[src/rtl/pwm_pkg.sv]
// Shared PWM definitions: dead-time FSM state encoding and default widths
// used by the PWM generator and the dead-time inserter.
package pwm_pkg;

    localparam int PWM_DEAD_W_DEF = 4;
    localparam int PWM_CNT_W_DEF  = 4;

    typedef enum logic [2:0] {
        S_OFF   = 3'd0,
        S_LS    = 3'd1,
        S_DT_H  = 3'd2,
        S_HS    = 3'd3,
`ifdef PWM_DEADTIME_FAULT_EN
        S_DT_L  = 3'd4,
        S_FAULT = 3'd5
`else
        S_DT_L  = 3'd4
`endif
    } pwm_dt_state_t;

    function automatic logic is_dead_state(input pwm_dt_state_t s);
        return (s == S_DT_H) || (s == S_DT_L);
    endfunction

endpackage

[src/rtl/pwm_dt_timer.sv]
// Loadable down-counter for the dead interval; holds at zero instead of wrapping.
module pwm_dt_timer #(
    parameter int W = 4
) (
    input  logic         i_clk,
    input  logic         i_rst,
    input  logic         i_load,
    input  logic [W-1:0] i_load_val,
    output logic         o_done
);

    logic [W-1:0] r_count;

    always_ff @(posedge i_clk) begin
        if (i_rst) begin
            r_count <= '0;
        end else if (i_load) begin
            r_count <= i_load_val;
        end else if (r_count != '0) begin
            r_count <= r_count - 1'b1;
        end
    end

    assign o_done = (r_count == '0);

endmodule

[src/rtl/pwm_deadtime.sv]
// Dead-time inserter: turns a single-ended PWM stream into a non-overlapping HS/LS pair.
// Optional latching fault shutdown is built in when PWM_DEADTIME_FAULT_EN is defined.
//
// state   | meaning
// S_OFF   | after reset, both drives off
// S_LS    | low side on
// S_DT_H  | dead interval heading towards high side
// S_HS    | high side on
// S_DT_L  | dead interval heading towards low side
// S_FAULT | fault latched, both off until reset (fault build only)
module pwm_deadtime
    import pwm_pkg::*;
#(
    parameter int DEAD_W = PWM_DEAD_W_DEF
) (
    input  logic              i_clk,
    input  logic              i_rst,
    input  logic              i_pwm_in,
    input  logic [DEAD_W-1:0] i_dead,
`ifdef PWM_DEADTIME_FAULT_EN
    input  logic              i_fault,
    output logic              o_fault_latched,
`endif
    output logic              o_hs,
    output logic              o_ls,
    output logic              o_busy
);

    pwm_dt_state_t     r_state;
    pwm_dt_state_t     w_next;
    logic              r_pwm_q;
    logic              w_load;
    logic              w_done;
    logic [DEAD_W-1:0] w_load_val;

    // A dead time of 0 behaves as 1, so the counter preload is max(DEAD,1)-1.
    assign w_load_val = (i_dead == '0) ? '0 : i_dead - 1'b1;

    pwm_dt_timer #(
        .W (DEAD_W)
    ) u_timer (
        .i_clk      (i_clk),
        .i_rst      (i_rst),
        .i_load     (w_load),
        .i_load_val (w_load_val),
        .o_done     (w_done)
    );

    always_comb begin
        w_next = r_state;
        w_load = 1'b0;
        case (r_state)
            S_OFF: begin
                w_next = r_pwm_q ? S_DT_H : S_DT_L;
                w_load = 1'b1;
            end
            S_LS: begin
                if (r_pwm_q) begin
                    w_next = S_DT_H;
                    w_load = 1'b1;
                end
            end
            S_HS: begin
                if (!r_pwm_q) begin
                    w_next = S_DT_L;
                    w_load = 1'b1;
                end
            end
            S_DT_H, S_DT_L: begin
                // Short pulses/gaps are absorbed: the side is chosen from pwm_q at expiry.
                if (w_done) begin
                    w_next = r_pwm_q ? S_HS : S_LS;
                end
            end
`ifdef PWM_DEADTIME_FAULT_EN
            S_FAULT: w_next = S_FAULT;
`endif
            default: w_next = S_OFF;
        endcase
`ifdef PWM_DEADTIME_FAULT_EN
        if (i_fault) begin
            w_next = S_FAULT;
            w_load = 1'b0;
        end
`endif
    end

    // Outputs decode the next state so they line up with the state register.
    always_ff @(posedge i_clk) begin
        if (i_rst) begin
            r_state         <= S_OFF;
            r_pwm_q         <= 1'b0;
            o_hs            <= 1'b0;
            o_ls            <= 1'b0;
            o_busy          <= 1'b0;
`ifdef PWM_DEADTIME_FAULT_EN
            o_fault_latched <= 1'b0;
`endif
        end else begin
            r_state         <= w_next;
            r_pwm_q         <= i_pwm_in;
            o_hs            <= (w_next == S_HS);
            o_ls            <= (w_next == S_LS);
            o_busy          <= is_dead_state(w_next);
`ifdef PWM_DEADTIME_FAULT_EN
            o_fault_latched <= o_fault_latched | (w_next == S_FAULT);
`endif
        end
    end

endmodule

[config.mk]
export PLATFORM = sky130hd
export DESIGN_NAME = pwm_deadtime
export DESIGN_NICKNAME = d
export VERILOG_FILES = /design/src/rtl/pwm_pkg.sv /design/src/rtl/pwm_dt_timer.sv /design/src/rtl/pwm_deadtime.sv
export SDC_FILE = /design/constraint.sdc
export NUM_CORES = 1
export LEC_CHECK = 0
export ABC_CLOCK_PERIOD_IN_PS = 2400
export BUFFER_PORTS_ARGS = -buffer_cell sky130_fd_sc_hd__clkbuf_2
export CORE_AREA = 5 5 42 44
export CTS_BUF_LIST = sky130_fd_sc_hd__clkbuf_8
export CTS_CLUSTER_DIAMETER = 100
export DETAILED_ROUTE_END_ITERATION = 8
export DIE_AREA = 0 0 47 49
export GPL_TIMING_DRIVEN = 1
export PLACE_DENSITY = 0.72
export SLEW_MARGIN = 40
export SYNTH_ARGS = -nofsm -noshare
export SYNTH_HDL_FRONTEND = slang
export SYNTH_SLANG_ARGS = --single-unit
[constraint.sdc]
create_clock -name i_clk -period 2.4 [get_ports i_clk]
set_clock_uncertainty 0.05 [all_clocks]
set_input_delay 0.24 -clock i_clk [delete_from_list [all_inputs] [get_ports i_clk]]
set_output_delay 0.24 -clock i_clk [all_outputs]
set_load 0.02 [all_outputs]
==> results of run 1 <==
[routing by layer]
| metal | vias up | global-route usage (%) |
|---|---|---|
| met3 | 2 | 5.535 |
| met1 | 224 | 16.93 |
| li1 | 282 | - |
| met5 | - | 0 |
| met2 | 9 | 14.25 |
| met4 | 0 | 4.147 |
[synth_stat cells, types with 2 or more instances]
master	number	area share (%)
or3_1	3	2.8
nor3_1	2	1.5
nand2_1	3	1.7
mux2_2	3	5.0
a211oi_1	4	4.4
nor2b_1	2	1.8
nand3b_1	2	2.2
a21oi_1	7	5.2
nand2b_1	4	3.7
o21ai_0	2	1.5
buf_4	2	2.2
nor2_1	9	5.0
nand3_1	2	1.5
inv_1	3	1.7
dfxtp_1	11	32
[power by group through the flow]
stage	Sequential, W	Combinational [W]	Clock (W)
detailed placement	0.000309	0.000409	0
global placement	0.000307	0.000402	0
finish	0.000305	0.000407	0.000186
floorplan	0.000281	0.000373	0
CTS	0.000306	0.000413	0.000191
global route	0.000316	0.000459	0.000206
[worst paths after layout]
path / startpoint / endpoint / cells after the start
max: u_timer.r_count[0] / o_busy / 7
min: i_pwm_in / r_pwm_q / 2
max reg2reg: u_timer.r_count[0] / o_busy / 7
min reg2reg: r_pwm_q / o_hs / 2
[kinds of logic after synthesis]
family | after synthesis | synth area share (%)
flops | 11 | 32.47
mux | 4 | 6.457
xor+xnor | 2 | 2.583
buf+inv | 7 | 7.563
compound gates | 17 | 18.08
fa+ha+maj | 2 | 3.321
simple gates | 32 | 29.52
[per-stage QoR]
stage,hold WS [ps],instance area (µm²)
floorplan,318.2,678.2
global placement,408.9,710.7
detailed placement,428.3,710.7
CTS,177.1,757.0
global route,182.0,757.0
finish,171.1,757.0
[worst max-delay path: cells and delay by family (launching register included)]
| kind | cells | cell delay (ps) |
|---|---|---|
| AO/OA/AOI/OAI | 1 | 250 |
| buffers and inverters | 2 | 220 |
| adder cells (fa/ha/maj) | 2 | 570 |
| flip-flops | 1 | 350 |
| AND/OR/NAND/NOR | 2 | 240 |
[registers in the layout, summed over array words and instances, names as in the netlist]
signal and flops:
o_busy 1, r_pwm_q 1, r_state 3, o_ls 1
o_hs 1, u_timer.r_count 4
[layout make-up]
cell class	count	area [µm²]	share of cell area, %
clock inverter	1	5.005	0.6612
clock buffer	3	41.29	5.455
tap	16	20.02	2.645
multi-input combinational	57	406.6	53.72
timing repair buffer	10	52.55	6.942
sequential	11	220.2	29.09
inverter	3	11.26	1.488
==> flow_summary.json, run 1 <==
{
  "wl_met2_um": 490,
  "status": "finished clean",
  "clock_latency_ps": 240,
  "die_x_um": 47,
  "io_buffers": 9,
  "yosysWarnings": 0,
  "post_cts_resized": 0,
  "cts_buffer_depth": 2,
  "p_comb_share_pct": 45.3,
  "met3_wirelength_um": 53,
  "placed_cells": 97,
  "die_area_um2": 2303,
  "remaining_drc_errors": 0,
  "synth.distinct_cells": 31,
  "nets": 94,
  "swShare_pct": 36.76,
  "min_period_over_period_pct": 72.14,
  "intPower_w": 0.0005683,
  "hp-class": "input port to flip-flop",
  "areaGrowthSynthToFinish_pct": 11.62,
  "synthCells": 75,
  "numClockSinks": 11,
  "slew_headroom_pct": 73.75,
  "synth_flop_cell": "dfxtp_1",
  "drv_cap": 0,
  "drive_gt1_share_pct": 28.24,
  "rows": 14,
  "crit_chain": "inv_1, ha_1, nor3b_2, buf_4, maj3_1, o221a_2, nor2_1",
  "worstPathArrival_ps": 1860,
  "place_congestion": 0.8145,
  "initial_core_util_pct": 48.39,
  "drv_slew": 0,
  "grt_max_degree": 12,
  "clkTransAtPathRegs_ps": 50,
  "first_pass_iters": 4,
  "final_cell_mix": "dfxtp_1 (11), nor2_1 (9), clkbuf_2 (9)",
  "max_stage_delay_ps": 350,
  "worst_slew_pin_slew_ps": 393.2,
  "grt_usage_pct": 11.53,
  "layout.cells.non_filler": 101,
  "synth-seq-cells": 11,
  "switchingPower_w": 0.0003303,
  "powerDensity_nw_per_um2": 1187,
  "cpMaxStageDelayCell": "dfxtp_1",
  "routed.top_layer": "met4",
  "endpoint_kind": "flip-flop",
  "startpoint_type": "flip-flop",
  "grt_first_pass_wirelength_um": 1911,
  "ir_worst_vdd_mv": 0.5560,
  "p_seq_share_pct": 34.0,
  "root_buffer": "clkbuf_8",
  "vias": 517,
  "path_class": "flip-flop to flip-flop",
  "finalHoldViolCount": 0,
  "syn_area_per_cell_um2": 9.042,
  "final.setup.tns_ps": 0,
  "grt_pass1_vias": 455,
  "core-area_um2": 1401,
  "routed_wl_um": 1141,
  "synth.yosys.seq_area_share_pct": 32.47,
  "viasPerCell": 5.119,
  "cts_buffers": 3,
  "routedWlPerCell_um": 11.30,
  "required_ps": 2530,
  "r2r_setup_slack_ps": 670,
  "syn_area_um2": 678.2,
  "grt_overflow": 0,
  "hold_buffers": 0,
  "drt_iter0_markers": 6,
  "pin_count": 10,
  "leakagePower_nw": 0.3006,
  "final_util_pct": 54.02,
  "grt_setup_unrepaired": "no",
  "antenna_found_initial": 0,
  "dp_hpwl_um": 843.3,
  "max_freq_ghz": 0.5775,
  "antenna_cells": 0,
  "power_w": 0.0008985,
  "tritoncts": "built",
  "post-route-min-period_ps": 1731,
  "synth_edf_count": 0,
  "ctsHtreeMaxLevel": 1,
  "post-place-ws_ps": 671.8,
  "ant_nets": 0,
  "die_y_um": 49,
  "wl_met1_um": 589,
  "nFillCells": 132,
  "post-cts-setup-buffer-count": 0,
  "final_common_cell": "dfxtp_1",
  "final-setup-viol-count": 0,
  "syn_nets": 83,
  "setup_ws_ps": 668.5,
  "synthArstFlopShare_pct": 0,
  "p_clk_share_pct": 20.7,
  "worst-path-max-fanout": 9
}
No activity file was read; power rests on OpenSTA's default activity.
==> run 2, diff against run 1 <==
ABC_AREA = 1   (was default)
ABC_CLOCK_PERIOD_IN_PS = 1600   (was 2400)
PLACE_DENSITY = 0.7   (was 0.72)
clock period = 1.6 ns   (was 2.4 ns; I/O delays follow)
==> run 2 against run 1 <==
Against the previous run:
- sequential cell count did not move
- hold slack got worse by 110 ps
- global-route usage rose by 2.0 points
- critical path type unchanged
- critical endpoint unchanged
- largest cell class unchanged
==> flow_summary.json, run 2 <==
{
  "antenna_found_initial": 0,
  "die_y_um": 49,
  "tritoncts": "built",
  "largest_reg_flops": 4,
  "r2r_setup_slack_ps": 210,
  "viasPerCell": 4.866,
  "cpMaxStageDelayCell": "dfxtp_1",
  "vias": 618,
  "seqCellArea_um2": 220.2,
  "leakagePower_nw": 0.3815,
  "remaining_drc_errors": 0,
  "critPathLaunch": "u_timer.r_count[0]",
  "cp_common_cell": "nand2_1",
  "final_util_pct": 53.57,
  "max_stage_delay_ps": 340,
  "post-route-min-period_ps": 1386,
  "drt_iter0_markers": 8,
  "drv_cap": 0,
  "max_freq_ghz": 0.7217,
  "endpoint_kind": "flip-flop",
  "power_w": 0.001479,
  "synth_compound_area_share_pct": 10.51,
  "numClockSinks": 11,
  "met3_wirelength_um": 43,
  "powerDensity_nw_per_um2": 1970,
  "synth.yosys.seq_area_share_pct": 34.24,
  "pin_count": 10,
  "post_cts_resized": 0,
  "synthCells": 99,
  "final-setup-viol-count": 0,
  "clkTransAtPathRegs_ps": 50,
  "synthSimpleGateAreaFrac_pct": 41.63,
  "synthArstFlopShare_pct": 0,
  "synth_top_family_by_area": "simple AND/OR/NAND/NOR gates",
  "post-place-ws_ps": 219.6,
  "synth_edf_count": 0,
  "worst-path-max-fanout": 5,
  "finalHoldViolCount": 0,
  "final_common_cell": "nand2_1",
  "regMostFlops": "u_timer.r_count",
  "status": "finished clean",
  "hold_path_end": "r_pwm_q",
  "root_buffer": "clkbuf_8",
  "hold_buffers": 0,
  "wl_met2_um": 726,
  "synth-xor-area-share_pct": 4.086,
  "min_period_over_period_pct": 86.60,
  "drv_slew": 0,
  "synth_area_leaders": "dfxtp_1 (34%), nand2_1 (14%), nor2_1 (11%), nand3_1 (7.0%), inv_1 (5.3%)",
  "initial_core_util_pct": 45.89,
  "routed.top_layer": "met4",
  "startpoint_type": "flip-flop",
  "r2r-start": "u_timer.r_count[0]",
  "ys_top_cells_by_count": "nand2_1 (24), nor2_1 (18), dfxtp_1 (11), inv_1 (9), nand3_1 (9)",
  "hp-class": "input port to flip-flop",
  "cts_buffers": 3,
  "die_x_um": 47,
  "final.setup.tns_ps": 0,
  "grt_max_degree": 9,
  "ir_worst_vdd_mv": 0.9839,
  "die_area_um2": 2303,
  "grt_usage_pct": 13.50,
  "areaGrowthSynthToFinish_pct": 16.73,
  "grt_pass1_vias": 614,
  "yosysTopAreaCellShare_pct": 34.24,
  "hold_slack_ps": 65.04,
  "antenna_cells": 0,
  "nFillCells": 149,
  "required_ps": 1690,
  "io_buffers": 9,
  "cts_buffer_depth": 2,
  "worst_slew_pin_slew_ps": 262.4,
  "synth-seq-cells": 11,
  "worstPathArrival_ps": 1470,
  "routedWlPerCell_um": 10.26,
  "wl_met1_um": 523,
  "setup_ws_ps": 214.4,
  "min_from": "i_pwm_in",
  "timing.rr.end": "o_busy",
  "multiInputGateArea_um2": 374.1,
  "synth.distinct_cells": 21,
  "ant_nets": 0,
  "routed_wl_um": 1303,
  "post-cts-setup-buffer-count": 0,
  "ctsHtreeMaxLevel": 1,
  "syn_area_per_cell_um2": 6.496,
  "place_congestion": 0.8252,
  "yosysTopAreaCell": "dfxtp_1",
  "syn_nets": 107,
  "grt_overflow": 0,
  "r2r_cells": 8,
  "core-area_um2": 1401,
  "drive_gt1_share_pct": 22.52,
  "synthMuxAreaShare_pct": 0,
  "holdPathStages": 3,
  "slew_headroom_pct": 82.48,
  "synth_flop_cell": "dfxtp_1",
  "final_cell_mix": "nand2_1 (24), nor2_1 (18), dfxtp_1 (11)",
  "syn_area_um2": 643.1,
  "grt_setup_unrepaired": "no",
  "yosysWarnings": 0,
  "dp_hpwl_um": 1047,
  "synthAdderAreaFrac_pct": 1.946,
  "reg.largest.list": "u_timer.r_count x4, r_state x3",
  "grt_first_pass_wirelength_um": 2311,
  "crit_chain": "inv_1, ha_1, nand2_1, nand2_1, nand3_1, nand2_1, nor2_1, nor2_1",
  "first_pass_iters": 4,
  "path_class": "flip-flop to flip-flop",
  "rows": 14,
  "clock_latency_ps": 240,
  "synth_most_common_cell": "nand2_1",
  "nets": 120
}
run 2: cell count changes after synthesis, moves of 6 or more:
cell	previous run	this run
nand3_1	2	9
inv_1	3	9
nor2_1	9	18
nand2_1	3	24
run 2: logic make-up after synthesis:
family | Yosys count
compound gates | 11
simple gates | 60
xor+xnor | 3
fa+ha+maj | 1
buf+inv | 13
flops | 11
run 2: critical path: cells and delay by family, from the launching register on:
family	cells	cell delay, ps
and+or+nand+nor	6	600
DFF	1	340
adders and majority gates	1	230
buffers and inverters	1	60
run 2: metrics by stage:
step | instances | cell area (µm²)
2_1_floorplan | 99 | 643.1
3_3_place_gp | 123 | 704.4
3_5_place_dp | 123 | 704.4
4_1_cts | 127 | 750.7
5_1_grt | 127 | 750.7
6_report | 127 | 750.7
run 2: area by class of cell:
cell class / count / share of cell area (%)
clock buffer: 3 / 5.500
tap: 16 / 2.667
inverter: 12 / 6.000
clock inverter: 1 / 0.6667
timing repair buffer: 9 / 6.000
multi-input combinational: 75 / 49.83
sequential: 11 / 29.33
run 2: worst max path at each step:
stage                        end  slack (ps)  depth (start not counted)
after floorplan           o_busy         340                          8
after global placement    o_busy         250                          8
after detailed placement  o_busy         220                          8
after CTS                 o_busy         210                          8
after global routing      o_busy          70                          9
final                     o_busy         210                          8
run 2: metal layers:
layer,global-route usage [%],vias to the layer above
li1,-,337
met1,13.78,271
met2,23.30,8
met3,5.904,2
met4,4.608,0
met5,0,-
run 2: power breakdown:
| group | switching (W) | leakage (nW) | internal, W |
|---|---|---|---|
| combinational | 0.000466 | 0.265 | 0.000278 |
| clock | 0.000111 | 0.0255 | 0.000172 |
| sequential | 0.0000841 | 0.0909 | 0.000369 |
| total | 0.000660 | 0.381 | 0.000818 |
==> run 3, diff against run 2 <==
CELL_PAD_IN_SITES_DETAIL_PLACEMENT = 0   (was default)
CELL_PAD_IN_SITES_GLOBAL_PLACEMENT = 1   (was default)
CORE_AREA = default   (was 5 5 42 44)
CORE_MARGIN = 5   (was default)
CORE_UTILIZATION = 39   (was default)
DIE_AREA = default   (was 0 0 47 49)
PLACE_DENSITY = 0.78   (was 0.7)
==> run 3 against run 2 <==
Against the previous run:
- final area down 0.17%
- cell count unchanged
- die area up 11%
- clock power down 3%
- global-route usage down 2.0 points
- critical path type unchanged
- total power about the same
- worst setup slack worse by 26 ps
- routed wire length up 0.46%
- largest power group unchanged
==> flow_summary.json, run 3 (synthesis results as in run 2) <==
{
  "min_period_over_period_pct": 88.22,
  "max_stage_delay_ps": 340,
  "ctsHtreeMaxLevel": 1,
  "core-area_um2": 1541,
  "grt_pass1_vias": 566,
  "drv_cap": 0,
  "holdPathStages": 3,
  "initial_core_util_pct": 41.72,
  "routedWlPerCell_um": 10.31,
  "placed_cells": 123,
  "p_seq_share_pct": 30.3,
  "regMostFlops": "u_timer.r_count",
  "crit_chain": "inv_1, ha_1, nand2_1, nand2_1, nand3_1, nand2_1, nor2_1, nor2_1",
  "worst-path-max-fanout": 5,
  "r2r_setup_slack_ps": 190,
  "ir_worst_vdd_mv": 0.8030,
  "r2r-start": "u_timer.r_count[0]",
  "final_common_cell": "nand2_1",
  "met1_usage_pct": 14.76,
  "switchingPower_w": 0.0006634,
  "routed_wl_um": 1309,
  "reg.largest.list": "u_timer.r_count x4, r_state x3",
  "endpoint_kind": "flip-flop",
  "rows": 14,
  "intPower_w": 0.0008162,
  "final_cell_mix": "nand2_1 (24), nor2_1 (18), dfxtp_1 (11)",
  "nets": 120,
  "r2r_cells": 8,
  "die_y_um": 50.61,
  "worst_slew_pin_slew_ps": 267.3,
  "grt_util_met2_pct": 15.08,
  "powerDensity_nw_per_um2": 1974,
  "status": "finished clean",
  "path_delay_family": "simple AND/OR/NAND/NOR gates",
  "cp_common_cell": "nand2_1",
  "remaining_drc_errors": 0,
  "grt_setup_unrepaired": "no",
  "post-cts-setup-buffer-count": 0,
  "die_area_um2": 2561,
  "post-route-min-period_ps": 1412,
  "grt_first_pass_wirelength_um": 2249,
  "antenna_cells": 0,
  "timing.rr.end": "o_busy",
  "power_w": 0.001480,
  "cts_buffer_depth": 2,
  "design_area_um2": 749.5,
  "swShare_pct": 44.84,
  "leakagePower_nw": 0.3829,
  "path_class": "flip-flop to flip-flop",
  "die_x_um": 50.61,
  "first_pass_iters": 4,
  "final.setup.tns_ps": 0,
  "ant_nets": 0,
  "io_buffers": 9,
  "post_cts_resized": 0,
  "viasPerCell": 5.008,
  "cts_buffers": 3,
  "areaGrowthSynthToFinish_pct": 16.54,
  "root_buffer": "clkbuf_8",
  "min_from": "i_pwm_in",
  "numClockSinks": 11,
  "dpl-instance-area_um2": 704.4,
  "gr-max-usage-layer": "met2",
  "grtUsageMet3_pct": 3.254,
  "dp_hpwl_um": 1056,
  "drt_iter0_markers": 8,
  "clkTransAtPathRegs_ps": 50,
  "largest_reg_flops": 4,
  "required_ps": 1680,
  "max_freq_ghz": 0.7085,
  "antenna_found_initial": 0,
  "tritoncts": "built",
  "place_congestion": 0.8436,
  "hold_path_end": "r_pwm_q",
  "p_comb_share_pct": 51.2,
  "p_clk_share_pct": 18.5,
  "pin_count": 10,
  "final-setup-viol-count": 0,
  "crit_buf_inv": 1,
  "startpoint_type": "flip-flop",
  "clock_latency_ps": 240,
  "grt_max_degree": 9,
  "layout.cells.non_filler": 127,
  "grt_usage_pct": 11.47,
  "drive_gt1_share_pct": 21.62,
  "finalHoldViolCount": 0,
  "hp-class": "input port to flip-flop",
  "slew_headroom_pct": 82.16,
  "drv_slew": 0,
  "cpMaxStageDelayCell": "dfxtp_1",
  "hold_buffers": 0,
  "worstPathArrival_ps": 1500,
  "vias": 636,
  "grt_overflow": 0
}
==> run 3: cell count changes in the layout (fill, tap and decap cells not counted) <==
cell | before | now
clkinv_2 | 1 | 0
inv_1 | 9 | 10
==> run 3: worst max path at each step <==
stage | slack [ps] | cells past startpoint | start | to
after floorplan | 340 | 8 | u_timer.r_count[0] | o_busy
after global placement | 210 | 8 | u_timer.r_count[0] | o_busy
after detailed placement | 200 | 8 | u_timer.r_count[0] | o_busy
after CTS | 180 | 8 | u_timer.r_count[0] | o_busy
after global routing | 90 | 9 | u_timer.r_count[0] | o_busy
final | 190 | 8 | u_timer.r_count[0] | o_busy
==> run 3: worst reg2reg max path, stage by stage, from the launching register on <==
cell	delay (ps)
dfxtp_1	340
inv_1	60
ha_1	230
nand2_1	200
nand2_1	80
nand3_1	130
nand2_1	80
nor2_1	90
nor2_1	50
==> run 3: metrics by stage <==
step | setup WS [ps] | util [%] | hold slack, ps
2_1_floorplan | 336.6 | - | 217.0
3_3_place_gp | 211.8 | 45.70 | 302.9
3_5_place_dp | 196.5 | 45.70 | 311.0
4_1_cts | 178.3 | 48.62 | 55.55
5_1_grt | 86.64 | 48.62 | 70.89
6_report | 188.5 | 48.62 | 58.48
==> run 3: power groups by stage <==
stage                     clock network (W)  registers, W  logic (W)
final                              0.000273      0.000449   0.000757
after global routing               0.000302      0.000464   0.000862
after global placement                    0      0.000456   0.000757
after floorplan                           0      0.000467   0.000593
after detailed placement                  0      0.000454   0.000759
after CTS                          0.000281      0.000449   0.000764
==> run 3: metal layers <==
metal	vias to the layer above	share of wire, %
li1	339	-
met1	281	53
met2	13	39
met3	3	4.9
met4	0	2.7
met5	-	0
==> run 3: final cells by class <==
class | count | area, µm²
Sequential cell | 11 | 220.2
Timing Repair Buffer | 9 | 45.04
Inverter | 12 | 45.04
Clock inverter | 1 | 3.754
Multi-Input combinational cell | 75 | 374.1
Fill cell | 158 | 792.0
Tap cell | 16 | 20.02
Clock buffer | 3 | 41.29
